[config.mk]
export PLATFORM = sky130hd
export DESIGN_NAME = gpr_dump
export DESIGN_NICKNAME = d
export VERILOG_FILES = /design/src/rtl/gpr_dump.sv
export SDC_FILE = /design/constraint.sdc
export NUM_CORES = 1
export LEC_CHECK = 0
export CAP_MARGIN = 15
export CORE_MARGIN = 2
export CORE_UTILIZATION = 37
export DETAILED_ROUTE_END_ITERATION = 16
export HOLD_SLACK_MARGIN = 0.08
export PLACE_DENSITY = 0.77
export SYNTH_ARGS = -nofsm -noshare
export SYNTH_HDL_FRONTEND = slang
export SYNTH_SLANG_ARGS = --single-unit
[constraint.sdc]
create_clock -name clk -period 2.1 [get_ports clk]
set_input_delay 0.42 -clock clk [delete_from_list [all_inputs] [get_ports clk]]
set_output_delay 0.42 -clock clk [all_outputs]
set_load 0.03 [all_outputs]
[src/rtl/gpr_dump.sv]
// Post-run GPR readout: walks FIRST_REG..LAST_REG through a spare register-file read port,
// streams each value out on a valid/ready channel and flags whether CHECK_REG holds exp_value.
module gpr_dump #(
  parameter int unsigned FIRST_REG = 0,
  parameter int unsigned LAST_REG  = 31,
  parameter int unsigned CHECK_REG = 16
) (
  input  logic        clk,
  input  logic        rst,
  input  logic        start,
  input  logic [31:0] exp_value,
  output logic [4:0]  rd_addr,
  input  logic [31:0] rd_data,
  output logic        dump_valid,
  input  logic        dump_ready,
  output logic [4:0]  dump_idx,
  output logic [31:0] dump_data,
  output logic        busy,
  output logic        done,
  output logic        match
);

  localparam logic [4:0] FirstIdx = 5'(FIRST_REG);
  localparam logic [4:0] LastIdx  = 5'(LAST_REG);

  typedef enum logic [1:0] {
    StIdle,
    StLoad,
    StSend,
    StFin
  } state_e;

  state_e      state_q, state_d;
  logic [4:0]  ptr_q, ptr_d;
  logic        valid_q, valid_d;
  logic [4:0]  idx_q, idx_d;
  logic [31:0] data_q, data_d;
  logic        busy_q, busy_d;
  logic        done_q, done_d;
  logic        match_q, match_d;

  logic handshake;
  logic at_check;

  assign handshake = valid_q & dump_ready;
  // Widened compare so a CHECK_REG outside 0..31 can never alias onto a real index.
  assign at_check  = ({27'd0, ptr_q} == CHECK_REG);

  always_comb begin
    state_d = state_q;
    ptr_d   = ptr_q;
    valid_d = valid_q;
    idx_d   = idx_q;
    data_d  = data_q;
    busy_d  = busy_q;
    done_d  = done_q;
    match_d = match_q;

    unique case (state_q)
      StIdle: begin
        if (start) begin
          state_d = StLoad;
          ptr_d   = FirstIdx;
          busy_d  = 1'b1;
          done_d  = 1'b0;
          match_d = 1'b0;
        end
      end
      StLoad: begin
        data_d  = rd_data;
        idx_d   = ptr_q;
        valid_d = 1'b1;
        state_d = StSend;
        if (at_check) begin
          match_d = (rd_data == exp_value);
        end
      end
      StSend: begin
        if (handshake) begin
          valid_d = 1'b0;
          // Range end is tested before the increment, so ptr never wraps past 31.
          if (ptr_q == LastIdx) begin
            state_d = StFin;
          end else begin
            ptr_d   = ptr_q + 5'd1;
            state_d = StLoad;
          end
        end
      end
      StFin: begin
        busy_d  = 1'b0;
        done_d  = 1'b1;
        ptr_d   = FirstIdx;
        state_d = StIdle;
      end
      default: state_d = StIdle;
    endcase
  end

  always_ff @(posedge clk) begin
    if (rst) begin
      state_q <= StIdle;
      ptr_q   <= FirstIdx;
      valid_q <= 1'b0;
      idx_q   <= 5'd0;
      data_q  <= 32'd0;
      busy_q  <= 1'b0;
      done_q  <= 1'b0;
      match_q <= 1'b0;
    end else begin
      state_q <= state_d;
      ptr_q   <= ptr_d;
      valid_q <= valid_d;
      idx_q   <= idx_d;
      data_q  <= data_d;
      busy_q  <= busy_d;
      done_q  <= done_d;
      match_q <= match_d;
    end
  end

  assign rd_addr    = ptr_q;
  assign dump_valid = valid_q;
  assign dump_idx   = idx_q;
  assign dump_data  = data_q;
  assign busy       = busy_q;
  assign done       = done_q;
  assign match      = match_q;

  // A stalled beat must not change under the consumer.
  assert property (@(posedge clk) disable iff (rst)
    (valid_q && !dump_ready) |=> (valid_q && $stable(idx_q) && $stable(data_q)));

  assert property (@(posedge clk) disable iff (rst) busy_q == (state_q != StIdle));

  assert property (@(posedge clk) disable iff (rst) valid_q |-> (state_q == StSend));

endmodule

### Yosys cells after proc, flatten, opt, wreduce, memory -nomap -nowiden

Cells that the tools add are included.
Widths: inputs -> output; s select.

| storage, ports and cells | value |
|---|---|
| bits in registers | 48 |
| input port bits | 68 |
| output and inout port bits | 46 |
| word-level logic and storage cells | 46 |

| operators by class | value |
|---|---|
| add/subtract/negate cells | 1 |
| eq/ne operators | 10 |
| muxes and demuxes | 16 |
| bitwise logic cells | 1 |
| reduce and logical (&&, ||, !) cells | 10 |

Operator list:

| cell | count |
|---|---|
| $eq 32x32->1 | 1 |
| $mux 5 | 3 |
| $pmux 5 s3 | 1 |
| $eq 5x5->1 const B | 2 |
| $ne 2x2->1 const B | 4 |
| $pmux 1 s2 | 4 |
| $pmux 2 s4 | 1 |
| $mux 2 | 3 |
| $reduce_and 2->1 | 3 |
| $reduce_bool 2->1 | 3 |
| $add 5x1->5 const B | 1 |
| $eq 2x2->1 const B | 2 |
| $mux 1 | 4 |
| $reduce_and 4->1 | 1 |
| $reduce_and 3->1 | 1 |
| $reduce_bool 3->1 | 1 |
| $eq 2x1->1 const B | 1 |
| $logic_not 2->1 | 1 |
| $and 1x1->1 | 1 |

### Longest topological paths before layout

| logic depth | value |
|---|---|
| word-level depth | 4 |
| mapped depth | 7 |
| gate-level depth less buffers | 7 |

### Least setup slack after synthesis

No wires, ideal clock.

| timing path | value |
|---|---|
| path kind | register -> register |
| start | reg ptr_q[0], in the netlist rd_addr[0] |
| end | reg ptr_q[4], in the netlist rd_addr[4] |
| library setup time | 0.128 ns |
| arrival time | 1.661 ns |
| path slack | 0.311 ns |
| stages on the path, launching flop included | 8 |
| path buffers | 0 |
| clock period less this slack | 1.789 ns |
| cell sequence | dfxtp_1 > ha_1 > and3_2 > ha_1 > and4b_1 > o21ai_1 > a22oi_1 > nor2_1 |

| between the ends | value |
|---|---|
| word-level cells in the longest chain between the ends | 4 |

RTL lines:

| item | RTL line | text |
|---|---|---|
| from (decl) | 34 | `logic [4:0] ptr_q, ptr_d;` |
| from (signal assigned) | 103 | `ptr_q <= FirstIdx;` |
| from (signal assigned) | 112 | `ptr_q <= ptr_d;` |
| $add 5x1->5 | 85 | `ptr_d = ptr_q + 5'd1;` |
| $mux 5 | 82 | `if (ptr_q == LastIdx) begin` |
| $mux 5 | 79 | `if (handshake) begin` |
| $pmux 5 s3 | 59 | `unique case (state_q)` |

Parallel ways exist; a longest one is shown, timed or not. The select of a mux whose other input is x is not followed.
A chain may end at the register's enable or synchronous reset.

### Worst setup path after layout

| timing path | value |
|---|---|
| start | reg ptr_q[0], in the netlist rd_addr[0] |
| end | out rd_addr[0] |

RTL lines:

| item | RTL line | text |
|---|---|---|
| to (decl) | 12 | `output logic [4:0] rd_addr,` |

No word-level cell between the ends.

==> impl_results.md <==
* Status: completed
* Total count of hold-check failures in the final report at 0
* CP endpoint: rd_addr[0]
* Final wirelength at about 5800 um
* Number of clock sinks at 48
* Cell-by-cell listing of the critical path: clkdlybuf4s50_1
* Largest net degree at the start of global routing at 26
* Sort of element at the end of the critical path: output port
* Instance count on the critical path at 1
* Static leakage at 1.38 nW
* Number of top-level pins at about 110
* Reg2Reg Setup Slack at between 0.2 and 0.3 ns
* Register bit count reported by yosys at 48
* Worst slew margin relative to its limit at between 70% and 80%
* Port Buffer Count at around 110
* H-tree Lvls at 2
* Core Area at approximately 6000 um^2
* First-pass GRT wire length at about 9300 um
* Min-Delay Path Class: reg2reg
* Width of the die at around 83 um
* Largest driver fanout on the critical path at 6
* Post-CTS clock slew at the launch and capture registers of the worst setup and hold paths at roughly 0.090 ns
* Depth of the worst register-to-register path at 7
* Number of antenna violations at the first check in global routing at 0
* Yosys top cell area share at between 40% and 50%
* Die Ht at 82.6 um
* Worst-skew pair later-pin latency at roughly 0.30 ns
* First-iteration detailed-routing DRC count at 84
* Number of failing setup endpoints in the final timing report at 0
* Number of detailed-routing iterations run before antenna repair at 4
* Number of instances resized during post-cts repair at 0
* Family with the most delay on the worst path: buffers and inverters
* Transition at the pin with the smallest max-transition slack at around 0.44 ns
* Share of cells above drive strength 1 at under 10%
* Cell accounting for the most synthesized area: sky130_fd_sc_hd__dfxtp_1
* Total nets after synthesis at between 300 and 400
* Count of final max-slew check failures at 0
* Category of the worst setup path launch point: flop
* Part of the Yosys area used for sequential elements at a little over two fifths
* Fin util at about three fifths
* Hold Worst Slack at just under 0.5 ns
* Post-cts hold buffer count at 0
* Number of distinct library cells after synthesis at 37
* Number of nets in the final layout at roughly 420
* Clock root buffer: sky130_fd_sc_hd__clkbuf_8
* Maximum vdd drop at ~0.00043 V
* Power density over cell area at about 800 nW/um^2
* Most used flip-flop cell after synthesis: sky130_fd_sc_hd__dfxtp_1
* Destination of the worst register-to-register timing path: rd_addr[4]
* GR Util All Layers at approximately 18%
* Initial standard-cell utilization of the core at 38.4%
* Commonest non-fill, non-tap cells in the layout: 112 x sky130_fd_sc_hd__clkdlybuf4s50_1, 48 x sky130_fd_sc_hd__dfxtp_1, 46 x sky130_fd_sc_hd__nor2_1
* Max-capacitance violation count at 0
* Critical Path RT at 1.68 ns
* Synth-to-Final Area Change at 55.8%
* Wire length per cell after detailed routing at approximately 14 um
* Largest cells by area after synthesis: sky130_fd_sc_hd__dfxtp_1 42%, sky130_fd_sc_hd__mux2i_1 16%, sky130_fd_sc_hd__xor2_1 13%
* DRC violation count after routing at 0
* Total buffers and inverters traversed by the critical path at 1
* Post-Synthesis Cell Area at around 2300 um^2
* Min Tclk post-route at between 1.5 and 2 ns
* Number of inserted diodes at 0
* Unrepaired setup endpoints after global routing: false
* Startpoint of the lowest-slack register-to-register path: rd_addr[0]
* Data arrival time of the critical path at 1.45 ns
* Worst-case clock buffer depth at 2
* Maximum clock frequency at about 540 MHz
* Most frequent standard cell in the layout excluding fill and tap cells: sky130_fd_sc_hd__clkdlybuf4s50_1
* Overall power of the completed layout at around 2.8 mW
* Final critical-path share of the clock period at between 80 and 90%
* Largest stage delay, worst path at just over 0.7 ns
* Setup repair bufs after CTS at 0
* Synthesized instance count at 235
* Total clock buffers created by CTS at 5
* Synth warn at 0
* Layout fillers at around 560
* Final ANT Viol Nets at 0
* Floorplan die area at about 6800 um^2
* # rows at 28
* Vias after detailed routing at between 2000 and 2500
* CTS tree: done
* Mean post-synth cell area at ~9.7 um^2
* Final TNS setup at 0 ns
* Final Wtd Congestion at 0.780
* GRT Residual Overflow at 0
* Placed wire-length estimate at 4600 um
* Critical-path top delay cell: sky130_fd_sc_hd__clkdlybuf4s50_1
* Clock skew after layout at roughly 0.0089 ns
* Per-cell via count in the routed design at around 4.7
* Number of global-route vias before repair at ~2000
* Number of synthesized flops with an enable pin at 0
* Fraction of registers with async set/reset at 0%
* Start point of the critical path: rd_addr[0]
* Path type of the worst setup path: reg2out
[report_power, final]
part | internal, mW | leakage (nW) | switching (mW)
clock network | 0.269 | 0.0455 | 0.288
registers | 1.03 | 0.392 | 0.0686
logic | 0.559 | 0.945 | 0.631
total | 1.86 | 1.38 | 0.987
[synthesized netlist by cell type (2+ instances only)]
cell / count
sky130_fd_sc_hd__ha_1: 8
sky130_fd_sc_hd__nand3_1: 3
sky130_fd_sc_hd__a22oi_1: 2
sky130_fd_sc_hd__nor4_1: 6
sky130_fd_sc_hd__inv_1: 4
sky130_fd_sc_hd__a21oi_1: 6
sky130_fd_sc_hd__nor2_1: 46
sky130_fd_sc_hd__dfxtp_1: 48
sky130_fd_sc_hd__nand2_1: 6
sky130_fd_sc_hd__o211ai_1: 2
sky130_fd_sc_hd__xor2_1: 34
sky130_fd_sc_hd__clkbuf_1: 3
sky130_fd_sc_hd__buf_1: 2
sky130_fd_sc_hd__buf_2: 2
sky130_fd_sc_hd__nor3_1: 4
sky130_fd_sc_hd__buf_6: 2
sky130_fd_sc_hd__mux2i_1: 37
[logic make-up after synthesis]
family,synth area share (%)
AO/OA/AOI/OAI,4.82
buffers and inverters,3.23
adder cells (fa/ha/maj),4.38
flip-flops,42.0
AND/OR/NAND/NOR,16.3
XOR/XNOR,13.0
multiplexers,16.2
[worst min-delay path by stage]
stage	end	depth (start not counted)	startpoint	slack (ns)
after global placement	dump_data[4]	2	dump_data[4]	0.47
after floorplan	state_q[1]	2	state_q[1]	0.49
final	dump_data[17]	2	dump_data[17]	0.50
after CTS	dump_data[17]	2	dump_data[17]	0.50
after global routing	dump_data[4]	2	dump_data[4]	0.53
after detailed placement	dump_data[17]	2	dump_data[17]	0.48
[area by class of cell]
class	instances	area, um^2	share of cell area [%]
timing repair buffer	116	1150	32.2
multi-input combinational	173	1250	35.2
tap	75	93.8	2.63
sequential	48	961	27.0
clock buffer	8	90.1	2.53
inverter	4	15.0	0.421
[sequential cells by signal (all words and copies together), names as in the netlist]
| register | flops |
|---|---|
| dump_data | 32 |
| dump_idx | 5 |
| rd_addr | 5 |
| state_q | 2 |
| busy | 1 |
| done | 1 |
| dump_valid | 1 |
| match | 1 |
[through the flow]
step | cell area [um^2] | setup WS (ns) | std cells
final | 3560 | 0.235 | 424
after global routing | 3560 | 0.111 | 424
after CTS | 3560 | 0.227 | 424
after detailed placement | 3470 | 0.116 | 416
after global placement | 3470 | 0.126 | 416
after floorplan | 2290 | 0.311 | 235
[metal layers]
metal	up-vias	routed length (um)	GRT usage, %
met5	-	0	0
met4	0	49	3.93
met3	6	509	5.87
met2	68	2860	32.3
met1	909	2400	20.4
li1	1019	-	-
Note: power is estimated with default switching activity, not from simulation.
